## config.mk

```make
export PLATFORM = sky130hd
export DESIGN_NAME = control_sequencer
export DESIGN_NICKNAME = d
export VERILOG_FILES = /design/src/rtl/cpu_ctl_pkg.sv /design/src/rtl/reg_select_decoder.sv /design/src/rtl/control_sequencer.sv
export SDC_FILE = /design/constraint.sdc
export NUM_CORES = 1
export LEC_CHECK = 0
export BUFFER_PORTS_ARGS = -buffer_cell sky130_fd_sc_hd__buf_4
export CAP_MARGIN = 0
export CORE_ASPECT_RATIO = 0.9
export CORE_MARGIN = 2
export CORE_UTILIZATION = 40
export DETAILED_ROUTE_END_ITERATION = 10
export PLACE_DENSITY = 0.86
export REMOVE_ABC_BUFFERS = 1
export SKIP_CTS_REPAIR_TIMING = 1
export SYNTH_ARGS = -nofsm -noshare
export SYNTH_HDL_FRONTEND = slang
export SYNTH_SLANG_ARGS = --single-unit
```

## constraint.sdc

```tcl
create_clock -name Clock -period 4.11 [get_ports Clock]
set_clock_uncertainty 0.2 [all_clocks]
set_input_delay 0.822 -clock Clock [delete_from_list [all_inputs] [get_ports Clock]]
set_output_delay 0.822 -clock Clock [all_outputs]
set_load 0.03 [all_outputs]
```

## src/rtl/cpu_ctl_pkg.sv

```systemverilog
// Shared definitions for the hardwired control sequencer: opcodes, ALU codes,
// state encoding and IR field positions.
package cpu_ctl_pkg;

  localparam int OP_W      = 5;
  localparam int REG_SEL_W = 4;

  localparam int IR_OP_HI = 31;
  localparam int IR_OP_LO = 27;
  localparam int IR_RA_HI = 26;
  localparam int IR_RA_LO = 23;
  localparam int IR_RB_HI = 22;
  localparam int IR_RB_LO = 19;
  localparam int IR_RC_HI = 18;
  localparam int IR_RC_LO = 15;

  localparam logic [OP_W-1:0] OP_ADD = 5'b00011;
  localparam logic [OP_W-1:0] OP_SUB = 5'b00100;
  localparam logic [OP_W-1:0] OP_AND = 5'b00101;
  localparam logic [OP_W-1:0] OP_OR  = 5'b00110;
  localparam logic [OP_W-1:0] OP_NEG = 5'b01001;
  localparam logic [OP_W-1:0] OP_NOT = 5'b01010;

  // The ALU numbers its unary functions one above their opcodes.
  localparam logic [OP_W-1:0] ALU_ADD = 5'b00011;
  localparam logic [OP_W-1:0] ALU_SUB = 5'b00100;
  localparam logic [OP_W-1:0] ALU_AND = 5'b00101;
  localparam logic [OP_W-1:0] ALU_OR  = 5'b00110;
  localparam logic [OP_W-1:0] ALU_NEG = 5'b01010;
  localparam logic [OP_W-1:0] ALU_NOT = 5'b01011;

  typedef enum logic [3:0] {
    S_IDLE  = 4'd0,
    S_T0    = 4'd1,
    S_T1    = 4'd2,
    S_T2    = 4'd3,
    S_T3    = 4'd4,
    S_T4U   = 4'd5,
    S_T4B   = 4'd6,
    S_T5B   = 4'd7,
    S_END   = 4'd8,
    S_FAULT = 4'd9
  } state_t;

  function automatic logic [OP_W-1:0] alu_code(input logic [OP_W-1:0] op);
    case (op)
      OP_ADD:  return ALU_ADD;
      OP_SUB:  return ALU_SUB;
      OP_AND:  return ALU_AND;
      OP_OR:   return ALU_OR;
      OP_NEG:  return ALU_NEG;
      OP_NOT:  return ALU_NOT;
      default: return '0;
    endcase
  endfunction

  function automatic logic op_legal(input logic [OP_W-1:0] op);
    return (op == OP_ADD) || (op == OP_SUB) || (op == OP_AND) ||
           (op == OP_OR)  || (op == OP_NEG) || (op == OP_NOT);
  endfunction

  function automatic logic op_unary(input logic [OP_W-1:0] op);
    return (op == OP_NEG) || (op == OP_NOT);
  endfunction

endpackage

```

## src/rtl/reg_select_decoder.sv

```systemverilog
// One-hot register select decoder with enable; all outputs low when disabled.
module reg_select_decoder #(
  parameter int N     = 16,
  parameter int SEL_W = 4
) (
  input  logic             en,
  input  logic [SEL_W-1:0] sel,
  output logic [N-1:0]     onehot
);

  always_comb begin
    onehot = '0;
    if (en) onehot[sel] = 1'b1;
  end

endmodule

```

## src/rtl/control_sequencer.sv

```systemverilog
// Hardwired control unit: sequences datapath strobes for instruction fetch and
// ALU-class execute, with Moore outputs decoded from the state register.
module control_sequencer
  import cpu_ctl_pkg::*;
#(
  parameter int NUM_REGS = 16,
  parameter int OPC_W    = 5
) (
  input  logic                Clock,
  input  logic                Clear,
  input  logic                Run,
  input  logic                Mem_Ready,
  input  logic [31:0]         IR,
  output logic                PC_Out,
  output logic                ZLO_Out,
  output logic                MDR_Out,
  output logic                MAR_In,
  output logic                PC_In,
  output logic                MDR_In,
  output logic                IR_In,
  output logic                Y_In,
  output logic                Z_In,
  output logic                IncPC,
  output logic                Read,
  output logic [OPC_W-1:0]    CONTROL,
  output logic [NUM_REGS-1:0] R_In,
  output logic [NUM_REGS-1:0] R_Out,
  output logic                Halted,
  output logic                Fault
);

  state_t state;
  state_t state_next;
  logic   t1_held;

  logic [OP_W-1:0]      op;
  logic [REG_SEL_W-1:0] ra;
  logic [REG_SEL_W-1:0] rb;
  logic [REG_SEL_W-1:0] rc;
  logic [REG_SEL_W-1:0] rout_sel;
  logic                 rin_en;
  logic                 rout_en;
  logic                 unused_ir_bits;

  assign op = IR[IR_OP_HI:IR_OP_LO];
  assign ra = IR[IR_RA_HI:IR_RA_LO];
  assign rb = IR[IR_RB_HI:IR_RB_LO];
  assign rc = IR[IR_RC_HI:IR_RC_LO];
  assign unused_ir_bits = ^IR[IR_RC_LO-1:0];

  always_ff @(posedge Clock or negedge Clear) begin
    if (!Clear) begin
      state   <= S_IDLE;
      t1_held <= 1'b0;
    end else begin
      state   <= state_next;
      // Remembers that T1 has already lasted a cycle so PC_In fires only once.
      t1_held <= (state == S_T1);
    end
  end

  always_comb begin
    state_next = state;
    PC_Out     = 1'b0;
    ZLO_Out    = 1'b0;
    MDR_Out    = 1'b0;
    MAR_In     = 1'b0;
    PC_In      = 1'b0;
    MDR_In     = 1'b0;
    IR_In      = 1'b0;
    Y_In       = 1'b0;
    Z_In       = 1'b0;
    IncPC      = 1'b0;
    Read       = 1'b0;
    CONTROL    = '0;
    Halted     = 1'b0;
    Fault      = 1'b0;
    rin_en     = 1'b0;
    rout_en    = 1'b0;
    rout_sel   = rb;

    case (state)
      S_IDLE: begin
        Halted = 1'b1;
        if (Run) state_next = S_T0;
      end
      S_T0: begin
        PC_Out     = 1'b1;
        MAR_In     = 1'b1;
        IncPC      = 1'b1;
        Z_In       = 1'b1;
        state_next = S_T1;
      end
      S_T1: begin
        ZLO_Out = 1'b1;
        PC_In   = !t1_held;
        Read    = 1'b1;
        MDR_In  = 1'b1;
        if (Mem_Ready) state_next = S_T2;
      end
      S_T2: begin
        MDR_Out    = 1'b1;
        IR_In      = 1'b1;
        state_next = S_T3;
      end
      S_T3: begin
        if (!op_legal(op)) begin
          state_next = S_FAULT;
        end else begin
          rout_en = 1'b1;
          if (op_unary(op)) begin
            CONTROL    = alu_code(op);
            Z_In       = 1'b1;
            state_next = S_T4U;
          end else begin
            Y_In       = 1'b1;
            state_next = S_T4B;
          end
        end
      end
      S_T4U: begin
        ZLO_Out    = 1'b1;
        rin_en     = 1'b1;
        state_next = S_END;
      end
      S_T4B: begin
        rout_en    = 1'b1;
        rout_sel   = rc;
        CONTROL    = alu_code(op);
        Z_In       = 1'b1;
        state_next = S_T5B;
      end
      S_T5B: begin
        ZLO_Out    = 1'b1;
        rin_en     = 1'b1;
        state_next = S_END;
      end
      S_END: begin
        state_next = Run ? S_T0 : S_IDLE;
      end
      S_FAULT: begin
        Fault = 1'b1;
      end
      default: begin
        state_next = S_IDLE;
      end
    endcase
  end

  reg_select_decoder #(
    .N     (NUM_REGS),
    .SEL_W (REG_SEL_W)
  ) u_rin_decoder (
    .en     (rin_en),
    .sel    (ra),
    .onehot (R_In)
  );

  reg_select_decoder #(
    .N     (NUM_REGS),
    .SEL_W (REG_SEL_W)
  ) u_rout_decoder (
    .en     (rout_en),
    .sel    (rout_sel),
    .onehot (R_Out)
  );

endmodule

```

# Word level (Yosys, flattened, before mapping)
# Cells that the tools add are included.
[op_classes] n_mul=0 n_addsub=0 magnitude_cmp=4 eq_ne=17 div_mod_pow=0 n_shift=0 n_bitwise=1 n_mux=33 reduce_logical=14
[ops] cell="one-hot mux 4 bit (9 select lines)" count=1
[ops] cell="two-way mux 16 bit" count=2
[ops] cell="two-way mux 4 bit" count=6
[ops] cell="one-hot mux 4 bit (6 select lines)" count=1
[ops] cell="two-way mux 1 bit" count=17
[ops] cell="equality test 4 x 3 -> 1 bit (second input constant)" count=4
[ops] cell="equality test 5 x 3 -> 1 bit (second input constant)" count=3
[ops] cell="equality test 5 x 4 -> 1 bit (second input constant)" count=2
[ops] cell="less-than comparator 4 x 5 -> 1 bit (second input constant)" count=2
[ops] cell="demux 1 bit (select 4 bit)" count=2
[ops] cell="equality test 4 x 2 -> 1 bit (second input constant)" count=2
[ops] cell="equality test 4 bit (second input constant)" count=2
[ops] cell=">= comparator 4 x 1 -> 1 bit (second input constant)" count=2
[ops] cell="one-hot mux 4 bit (2 select lines)" count=1
[ops] cell="logical OR 1 bit" count=6
[ops] cell="equality test 5 x 2 -> 1 bit (second input constant)" count=1
[ops] cell="equality test 4 x 1 -> 1 bit (second input constant)" count=1
[ops] cell="logical NOT 4 bit" count=1
[ops] cell="inequality test 2 bit (second input constant)" count=2
[ops] cell="one-hot mux 1 bit (2 select lines)" count=2
[ops] cell="OR reduction 2 bit" count=2
[ops] cell="AND reduction 3 bit" count=1
[ops] cell="OR reduction 3 bit" count=1
[ops] cell="logical AND 1 bit" count=2
[ops] cell="other kinds (3)" count=3
[word_totals] ramBits=0 latchBits=0 n_memories=0 rom_bits=0 ff_bits=5

# Longest topological paths before layout
# Gate-level depths: netlist (run 1).
[depth] depth_word=9 depth_mapped=5 mapped_depth_nobuf=4

# Modules after synthesis
# From an unflattened synthesis (run 1), not the netlist that was laid out.
[hier_totals] hier_cells=123 area_unflattened_um2=819.5
[by_module_without_submodules] module="control_sequencer" n_inst=1 area_each_um2=584.3 cells_each=77
[by_module_without_submodules] module="reg_select_decoder" n_inst=2 area_each_um2=117.6 cells_each=23

# Least setup slack after synthesis (run 1)
# OpenSTA, ideal clock, no wires.
[synth_path] path_type="flip-flop to output port" from="reg state[2]" to="out PC_In" required_ns=3.088 path_buffers=1 stages_incl_launch_ff=4 arrival_time_ns=2.349 path_slack_ns=0.739 path_cell_list="dfrtp_1 > clkbuf_1 > nor4_1 > nor2b_1"
[synth_via] elab_chain_len=2
[synth_lines] element="from (decl)" line="control_sequencer.sv:32" text="state_t state;"
[synth_lines] element="from (signal assigned)" line="control_sequencer.sv:56" text="state <= state_next;"
[synth_lines] element="equality test 4 x 2 -> 1 bit" line="control_sequencer.sv:82" text="case (state)"
[synth_lines] element="two-way mux 1 bit" line="control_sequencer.sv:82"
[synth_lines] element="to (decl)" line="control_sequencer.sv:18" text="output logic PC_In,"
# No other way between the ends.

# Worst setup path after layout (run 1)
[layout_path] from="in IR[29]" to="out R_Out[13]"
[layout_via] elab_chain_len=9 word_cells_on_any_way=14 classes_between="eq/ne (6); mux (3); reduce/logical (5)"
[layout_lines] element="from (decl)" line="control_sequencer.sv:13" text="input logic [31:0] IR,"
[layout_lines] element="equality test 5 x 2 -> 1 bit or equality test 5 x 3 -> 1 bit (tied branches)" line="cpu_ctl_pkg.sv:58" text="return (op == OP_ADD) || (op == OP_SUB) || (op == OP_AND) ||"
[layout_lines] element="logical OR 1 bit (3 in series)" line="cpu_ctl_pkg.sv:58"
[layout_lines] element="logical OR 1 bit" line="cpu_ctl_pkg.sv:59" text="(op == OP_OR) || (op == OP_NEG) || (op == OP_NOT);"
[layout_lines] element="logical OR 1 bit (*)" line="cpu_ctl_pkg.sv:59"
[layout_lines] element="two-way mux 1 bit (*)" line="control_sequencer.sv:107" text="if (!op_legal(op)) begin"
[layout_lines] element="one-hot mux 1 bit (2 select lines) (*)" line="control_sequencer.sv:82"
[layout_lines] element="two-way mux 16 bit (*)" line="reg_select_decoder.sv:13" text="if (en) onehot[sel] = 1'b1;"
[layout_lines] element="to (decl)" line="control_sequencer.sv:27" text="output logic [NUM_REGS-1:0] R_Out,"
# Mark *: on every way between the ends. The rest lies on a longest branch, timed or not.

==> results of run 1 <==
==> state kept, by name, indices dropped and copies added, names as in the netlist <==
name,flops
state,4
t1_held,1
==> per-stage QoR <==
| stage | hold WS, ns | instance area (um2) | total power [mW] | worst slack, ns | utilization [%] |
|---|---|---|---|---|---|
| after floorplan | 0.326 | 846 | 0.387 | -0.0663 | - |
| after global placement | 0.423 | 1400 | 0.531 | 1.04 | 64.0 |
| after detailed placement | 0.423 | 1400 | 0.542 | 1.00 | 64.0 |
| after CTS | 0.161 | 1420 | 0.603 | 1.00 | 65.3 |
| after global routing | 0.161 | 1420 | 0.644 | 0.864 | 65.3 |
| final | 0.157 | 1420 | 0.601 | 0.968 | 65.3 |
==> cell families (layout without fill, tap and decap cells) <==
logic type	after synthesis	count (layout)
AO/OA/AOI/OAI	35	35
XOR/XNOR	3	3
buffers and inverters	17	78
flip-flops	5	5
multiplexers	6	6
AND/OR/NAND/NOR	77	77
other	1	1
==> cell type report <==
class	count	area, um2
Clock buffer	4	26.3
Fill cell	200	758
Inverter	5	18.8
Multi-Input combinational cell	122	702
Sequential cell	5	125
Tap cell	27	33.8
Timing Repair Buffer	69	518
==> worst max-delay path: stages <==
cell	delay [ns]
buf_4	0.13
nand4bb_1	0.23
o21ai_1	0.24
o211ai_2	0.24
a21oi_1	0.25
buf_4	0.20
==> cell usage in the layout (no fill, tap or decap), types with 3 or more instances in the layout <==
| master | netlist | final |
|---|---|---|
| mux2i_1 | 5 | 5 |
| nor2_1 | 23 | 23 |
| buf_4 | 6 | 69 |
| clkbuf_4 | 0 | 3 |
| nand2b_1 | 11 | 11 |
| or3_1 | 3 | 3 |
| a21oi_1 | 23 | 23 |
| inv_1 | 5 | 5 |
| dfrtp_1 | 5 | 5 |
| nand2_1 | 18 | 18 |
| nor3_1 | 7 | 7 |
==> final timing paths <==
| check | start | end | slack [ns] | depth (start not counted) |
|---|---|---|---|---|
| worst max-delay path | IR[29] | R_Out[13] | 0.97 | 6 |
| worst max register to register | state[1] | t1_held | 2.41 | 2 |
| worst min register to register | state[3] | state[1] | 0.51 | 1 |
| min in group Clock | state[3] | state[1] | 0.51 | 1 |
| max in group asynchronous | Clear | state[3] | 3.44 | 1 |
| worst min-delay path | Clear | state[0] | 0.16 | 1 |
==> report_power, final <==
part           internal [mW]  switching, mW  leakage, nW
clock network         0.0369         0.0224       0.0150
logic                  0.159          0.255        0.596
registers             0.0691         0.0588       0.0654
==> per-layer routing <==
| metal | up-vias | part of all wire, % | GRT usage (%) |
|---|---|---|---|
| met3 | 6 | 6.9 | 1.23 |
| met4 | 0 | 1.7 | 9.58 |
| li1 | 630 | - | - |
| met1 | 532 | 42 | 26.9 |
| met5 | - | 0 | 0 |
| met2 | 58 | 49 | 35.5 |
==> summary.txt, run 1 <==
Drt
  – DR iter-0 viols: 25
  – Routed vias/inst: 5.28
  – Initial DRT Pass Iterations: 4
  – Antenna Nets Post-Route: 0
  – Final wirelength: 2870 um
  – Via Count: 1226
  – Drc violations: 0
  – Post-DR wirelength/cell: 12.4 um

Place
  – Routability cong.: 0.835
  – IO buf count: 69
  – Hpwl dp: 2320 um
  – Placed cell count: 228

Logic synthesis
  – Commonest register cell after synthesis: dfrtp_1
  – Ranking of synthesized cells by area: dfrtp_1 (14%), a21oi_1 (13%), nor2_1 (9.4%), nand2b_1 (7.5%), nand2_1 (7.4%)
  – Post-synth EDFFs: 0
  – Mux contribution to synthesized area: 6.69%
  – Post-Synth Simple-Gate Area: 42.6%
  – Yosys warns: 0
  – Top-area cell type share of the netlist area: 13.7%
  – Combinational family with the most area after synthesis: simple AND/OR/NAND/NOR gates
  – FF+latch count, synth: 5
  – Synth async-reset ratio: 100%
  – Sequential share of the synthesized area: 13.7%
  – Xor and xnor area share after synthesis: 2.87%
  – Syn avg cell area: 6.36 um2
  – Netlist Area Pre-Place: 916 um2
  – Yosys top cell by area: dfrtp_1
  – Synth Area in Compound Gates: 24.0%
  – Most common library cells after synthesis: a21oi_1 (23), nor2_1 (23), nand2_1 (18), nand2b_1 (11), nor3_1 (7)
  – Mapped Cells: 144
  – Yosys cell types: 37
  – Adder-cell share of the synthesized area: 0%

STA
  – Count of final setup violators: 0
  – Crit path time final: 3.14 ns
  – Final Max Slew Viols: 0
  – Fin. Hold Viols: 0
  – Max frequency: 318 MHz
  – Setup TNS: 0 ns
  – Period utilization: 76.5%
  – Worst slew pin tran: 0.573 ns
  – RSZ-0062 raised after global routing: no
  – Slew HR: 61.5%

Critical path
  – CP Launch Type: input port
  – Crit. End Element: primary output
  – Worst setup path category: in2out
  – CP required: 3.09 ns
  – Worst-path fanout max: 8
  – Arr. time, crit path: 2.12 ns

Clock tree
  – Num CTS Buffers: 3
  – Later-pin clock latency in the skew report: 0.25 ns
  – Root Buffer: clkbuf_4
  – Clk sinks: 5
  – Reg clk slew, reported paths: 0.05 ns
  – H-tree Lvls: 1
  – CTS tree: done
  – CTS Buffer Depth: 2

Layout
  – Share of cells above drive strength 1: 37.1%
  – # diodes: 0
  – # nets final: 242
  – Non-Filler Instances: 232
  – Area growth syn-to-layout: 55.5%

Die
  – Die Y: 49.4 um
  – # IOs: 86
  – Row cnt: 16
  – Initial Util: 42.0%
  – Core footprint: 2180 um2
  – Die Wd: 54.4 um
  – Die area: 2690 um2

Flow run
  – Max_cap viols: 0

Status
  – Status: completed

Pwr
  – PD cells: 422 nW/um2
  – VDD IR-drop max: 452 uV
  – Pleak: 0.676 nW

Global route
  – GRT overflow: 0
  – Overall routing resource usage: 21.2%
  – Number of global-route vias before repair: 1073
  – First-pass GRT wire length: 4400 um
  – Largest net degree at the start of global routing: 17
  – Initial antenna violation count: 0

Hold path
  – Hold crit path type: in2async
(Power assumes the default switching activity.)
==> run 2, diff against run 1 <==
Settings changed: CORE_UTILIZATION 40 to 33, PLACE_DENSITY 0.86 to 0.76.
Clock period 4.11 ns to 2.8 ns, I/O delays scaled along.
==> summary.txt, run 2 (synthesis results as in run 1) <==
Status
  – Status: completed

Hold path
  – Hold crit path type: reg2reg

Critical path
  – Crit. End Element: primary output
  – CP Launch Type: flip-flop
  – Worst-path fanout max: 10
  – CP required: 2.04 ns
  – Arr. time, crit path: 1.89 ns
  – Worst setup path category: reg2out

Layout
  – Largest register by flop count: state
  – Register Area: 125 um2
  – Most frequent cells in the layout: buf_4 (73), a21oi_1 (23), nor2_1 (23), nand2_1 (18), nand2b_1 (11)
  – Share of cells above drive strength 1: 38.6%
  – Regs by FF count: state: 4 flops, t1_held: 1 flops
  – # fillers: 290
  – Most common cell after layout, fill and taps aside: buf_4
  – Area growth syn-to-layout: 60.5%
  – # nets final: 247
  – Multi-input logic area: 704 um2
  – Fin util: 54.4%
  – # diodes: 0
  – Max FFs per register: 4

STA
  – RSZ-0062 raised after global routing: no
  – Hold Slack: 0.340 ns
  – Period utilization: 94.6%
  – Slew HR: 64.3%
  – Setup TNS: 0 ns
  – Worst slew pin tran: 0.531 ns
  – Fin. Hold Viols: 0
  – Crit path time final: 2.65 ns
  – Max frequency: 377 MHz
  – Final Worst Setup Slack: 0.150 ns
  – Count of final setup violators: 0
  – Final Max Slew Viols: 0

Pwr
  – PD cells: 625 nW/um2
  – VDD IR-drop max: 632 uV
  – Pleak: 0.702 nW
  – Total power: 0.919 mW

Global route
  – GRT overflow: 0
  – Largest net degree at the start of global routing: 13
  – Number of global-route vias before repair: 1005
  – Initial antenna violation count: 0
  – First-pass GRT wire length: 4090 um
  – Overall routing resource usage: 16.1%

Clock tree
  – Root Buffer: clkbuf_4
  – Clk sinks: 5
  – CTS tree: done
  – H-tree Lvls: 1
  – CTS Buffer Depth: 2
  – Reg clk slew, reported paths: 0.05 ns
  – Later-pin clock latency in the skew report: 0.25 ns
  – Num CTS Buffers: 3

Drt
  – Routed vias/inst: 5.22
  – Via Count: 1252
  – Met3 WL: 195 um
  – Antenna Nets Post-Route: 0
  – Post-DR wirelength/cell: 11.4 um
  – Final wirelength: 2740 um
  – M1 wire length: 1170 um
  – Initial DRT Pass Iterations: 4
  – WL met2: 1340 um
  – DR iter-0 viols: 32
  – Drc violations: 0
  – Highest routed layer: met4

Die
  – Die area: 3210 um2
  – Row cnt: 18
  – Die Wd: 59.5 um
  – Die Y: 54.0 um
  – Core footprint: 2700 um2
  – Initial Util: 33.9%
  – # IOs: 86

Place
  – Pre-CTS setup slack: 0.217 ns
  – Hpwl dp: 2220 um
  – IO buf count: 69
  – Routability cong.: 0.759

Flow run
  – Max_cap viols: 0
run 2: changes by cell type in the layout (fill, tap and decap cells not counted), sizes merged:
cell,before,now
buf,69,73
dlygate4sd3,0,1
run 2: per-layer routing:
layer | GRT usage (%) | up-vias
met3 | 1.68 | 5
li1 | - | 633
met2 | 28.6 | 48
met1 | 20.2 | 566
met5 | 0 | -
met4 | 5.93 | 0
run 2: critical path: stages (launching register included):
cell and delay [ns]:
dfrtp_1 0.52, inv_1 0.17, or4_1 0.49, a211oi_1 0.25, buf_4 0.20
run 2: final cells by class:
| class | count | area share, % |
|---|---|---|
| multi-input cells | 122 | 47.9 |
| repair buffers | 74 | 38.0 |
| flip-flops and latches | 5 | 8.51 |
| well taps | 30 | 2.55 |
| clock buffers | 4 | 1.79 |
| inverters | 5 | 1.28 |
run 2: path summary, 6_finish.rpt:
kind	end	cells after the start	slack, ns	start
setup / recovery	CONTROL[0]	4	0.15	state[1]
hold / removal	t1_held	1	0.34	state[2]
setup reg to reg	state[1]	5	1.24	state[1]
hold reg to reg	t1_held	1	0.34	state[2]
max in group asynchronous	state[0]	2	1.84	Clear
min in group asynchronous	state[1]	2	0.45	Clear
run 2: through the flow:
stage / instance area [um2] / instances
floorplan: 846 / 132
global placement: 1430 / 235
detailed placement: 1430 / 235
CTS: 1460 / 239
global route: 1470 / 240
finish: 1470 / 240
run 2: power by group:
part | switching, mW | internal [mW]
registers | 0.0449 | 0.102
logic | 0.420 | 0.263
clock network | 0.0335 | 0.0541
total | 0.499 | 0.420
==> run 3, diff against run 2 <==
Settings changed: CORE_UTILIZATION 33 to 34, CTS_BUF_LIST set to sky130_fd_sc_hd__clkbuf_8, PLACE_DENSITY 0.76 to 0.78.
==> summary.txt, run 3 (synthesis results as in run 1) <==
Layout
  – # diodes: 0
  – Area growth syn-to-layout: 62.0%
  – Largest register by flop count: state
  – # fillers: 245
  – Regs by FF count: state: 4 flops, t1_held: 1 flops
  – Most frequent cells in the layout: buf_4 (73), a21oi_1 (23), nor2_1 (23), nand2_1 (18), nand2b_1 (11)
  – Fin util: 59.1%
  – Share of cells above drive strength 1: 38.1%
  – # nets final: 247
  – Max FFs per register: 4
  – Most common cell after layout, fill and taps aside: buf_4

Drt
  – Post-DR wirelength/cell: 11.3 um
  – Initial DRT Pass Iterations: 7
  – Via Count: 1217
  – Routed vias/inst: 5.11
  – Antenna Nets Post-Route: 0
  – DR iter-0 viols: 65
  – Drc violations: 5
  – Final wirelength: 2700 um

Global route
  – Overall routing resource usage: 17.1%
  – First-pass GRT wire length: 4220 um
  – GRT overflow: 0
  – Largest net degree at the start of global routing: 14
  – Number of global-route vias before repair: 958
  – Initial antenna violation count: 0

Critical path
  – Worst r2r src: state[1]
  – Crit. End Element: primary output
  – CP Launch Type: input port
  – Worst-path cell chain: buf_4 -> nand2b_1 -> a21oi_1 -> o2111ai_2 -> a21oi_1 -> buf_4
  – Critical path buffer and inverter count: 2
  – Crit-path leading delay family: compound AO/OA/AOI/OAI gates
  – Slowest stage delay, CP: 0.28 ns
  – CP Launch Point: IR[30]
  – Worst-path fanout max: 8
  – Worst path slowest cell: a21oi_1
  – CP required: 2.04 ns
  – Arr. time, crit path: 1.85 ns
  – Worst setup path category: in2out

Place
  – IO buf count: 69
  – Routability cong.: 0.821
  – Hpwl dp: 2250 um

Clock tree
  – Clk sinks: 5
  – Reg clk slew, reported paths: 0.03 ns
  – CTS tree: done
  – Num CTS Buffers: 3
  – Root Buffer: clkbuf_8
  – CTS Buffer Depth: 2
  – Later-pin clock latency in the skew report: 0.22 ns
  – H-tree Lvls: 1

Hold path
  – Hold Startpoint: state[2]
  – Hold crit path type: reg2reg

STA
  – Slew HR: 64.3%
  – Worst slew pin tran: 0.530 ns
  – Setup TNS: 0 ns
  – Final Max Slew Viols: 0
  – Count of final setup violators: 0
  – RSZ-0062 raised after global routing: no
  – Max frequency: 383 MHz
  – Fin. Hold Viols: 0
  – Period utilization: 93.4%
  – Crit path time final: 2.61 ns

Pwr
  – VDD IR-drop max: 501 uV
  – Pleak: 0.713 nW
  – PD cells: 644 nW/um2

Status
  – Failing checks: design-rule violations
  – Status: complete, but fails checks

Die
  – Die Wd: 58.7 um
  – Row cnt: 17
  – Die Y: 53.2 um
  – Core footprint: 2510 um2
  – # IOs: 86
  – Initial Util: 36.5%
  – Die area: 3130 um2

Flow run
  – Max_cap viols: 0
run 3: changes by cell type in the layout (fill, tap and decap cells not counted):
cell / delta
clkbuf_1: -1
nor2b_2: -1
inv_1: +1
nor2b_1: +1
clkbuf_4: -3
clkbuf_8: +3
run 3: final cells by class:
| class | count | area [um2] | share of cell area, % |
|---|---|---|---|
| timing repair buffer | 74 | 558 | 37.6 |
| inverter | 5 | 18.8 | 1.26 |
| tap | 28 | 35.0 | 2.36 |
| multi-input combinational | 122 | 702 | 47.3 |
| sequential | 5 | 125 | 8.43 |
| clock inverter | 1 | 3.75 | 0.253 |
| clock buffer | 3 | 41.3 | 2.78 |
run 3: power by group:
part,switching [mW],internal [mW]
registers,0.0271,0.103
logic,0.434,0.263
clock network,0.0351,0.0939
total,0.497,0.460
run 3: worst paths after layout:
path	to	slack (ns)	cells past startpoint
worst max-delay path	R_Out[15]	0.19	6
worst min-delay path	state[1]	0.46	2
worst max register to register	state[1]	1.24	3
worst min register to register	state[1]	0.46	2
max in group asynchronous	state[2]	1.81	2
min in group asynchronous	t1_held	0.48	2
run 3: worst min-delay path, cell delays in order (launching register included):
cell and delay, ns:
dfrtp_1 0.39, o2111ai_1 0.13, a221oi_1 0.09
run 3: per-layer routing:
metal | up-vias | GRT usage, % | wire (um)
met5 | - | 0 | 0
met4 | 0 | 5.68 | 0
met1 | 531 | 24.3 | 1230
met2 | 47 | 26.0 | 1240
li1 | 639 | - | -
met3 | 0 | 2.93 | 219
run 3: through the flow:
stage	hold slack, ns	setup WS, ns	power (mW)	area, um2	std cells
after floorplan	0.0644	-1.11	0.569	846	132
after global placement	0.163	0.229	0.826	1430	233
after detailed placement	0.164	0.218	0.829	1430	233
after CTS	-0.0688	0.217	0.959	1470	237
after global routing	0.501	0.101	1.03	1480	238
final	0.459	0.186	0.956	1480	238
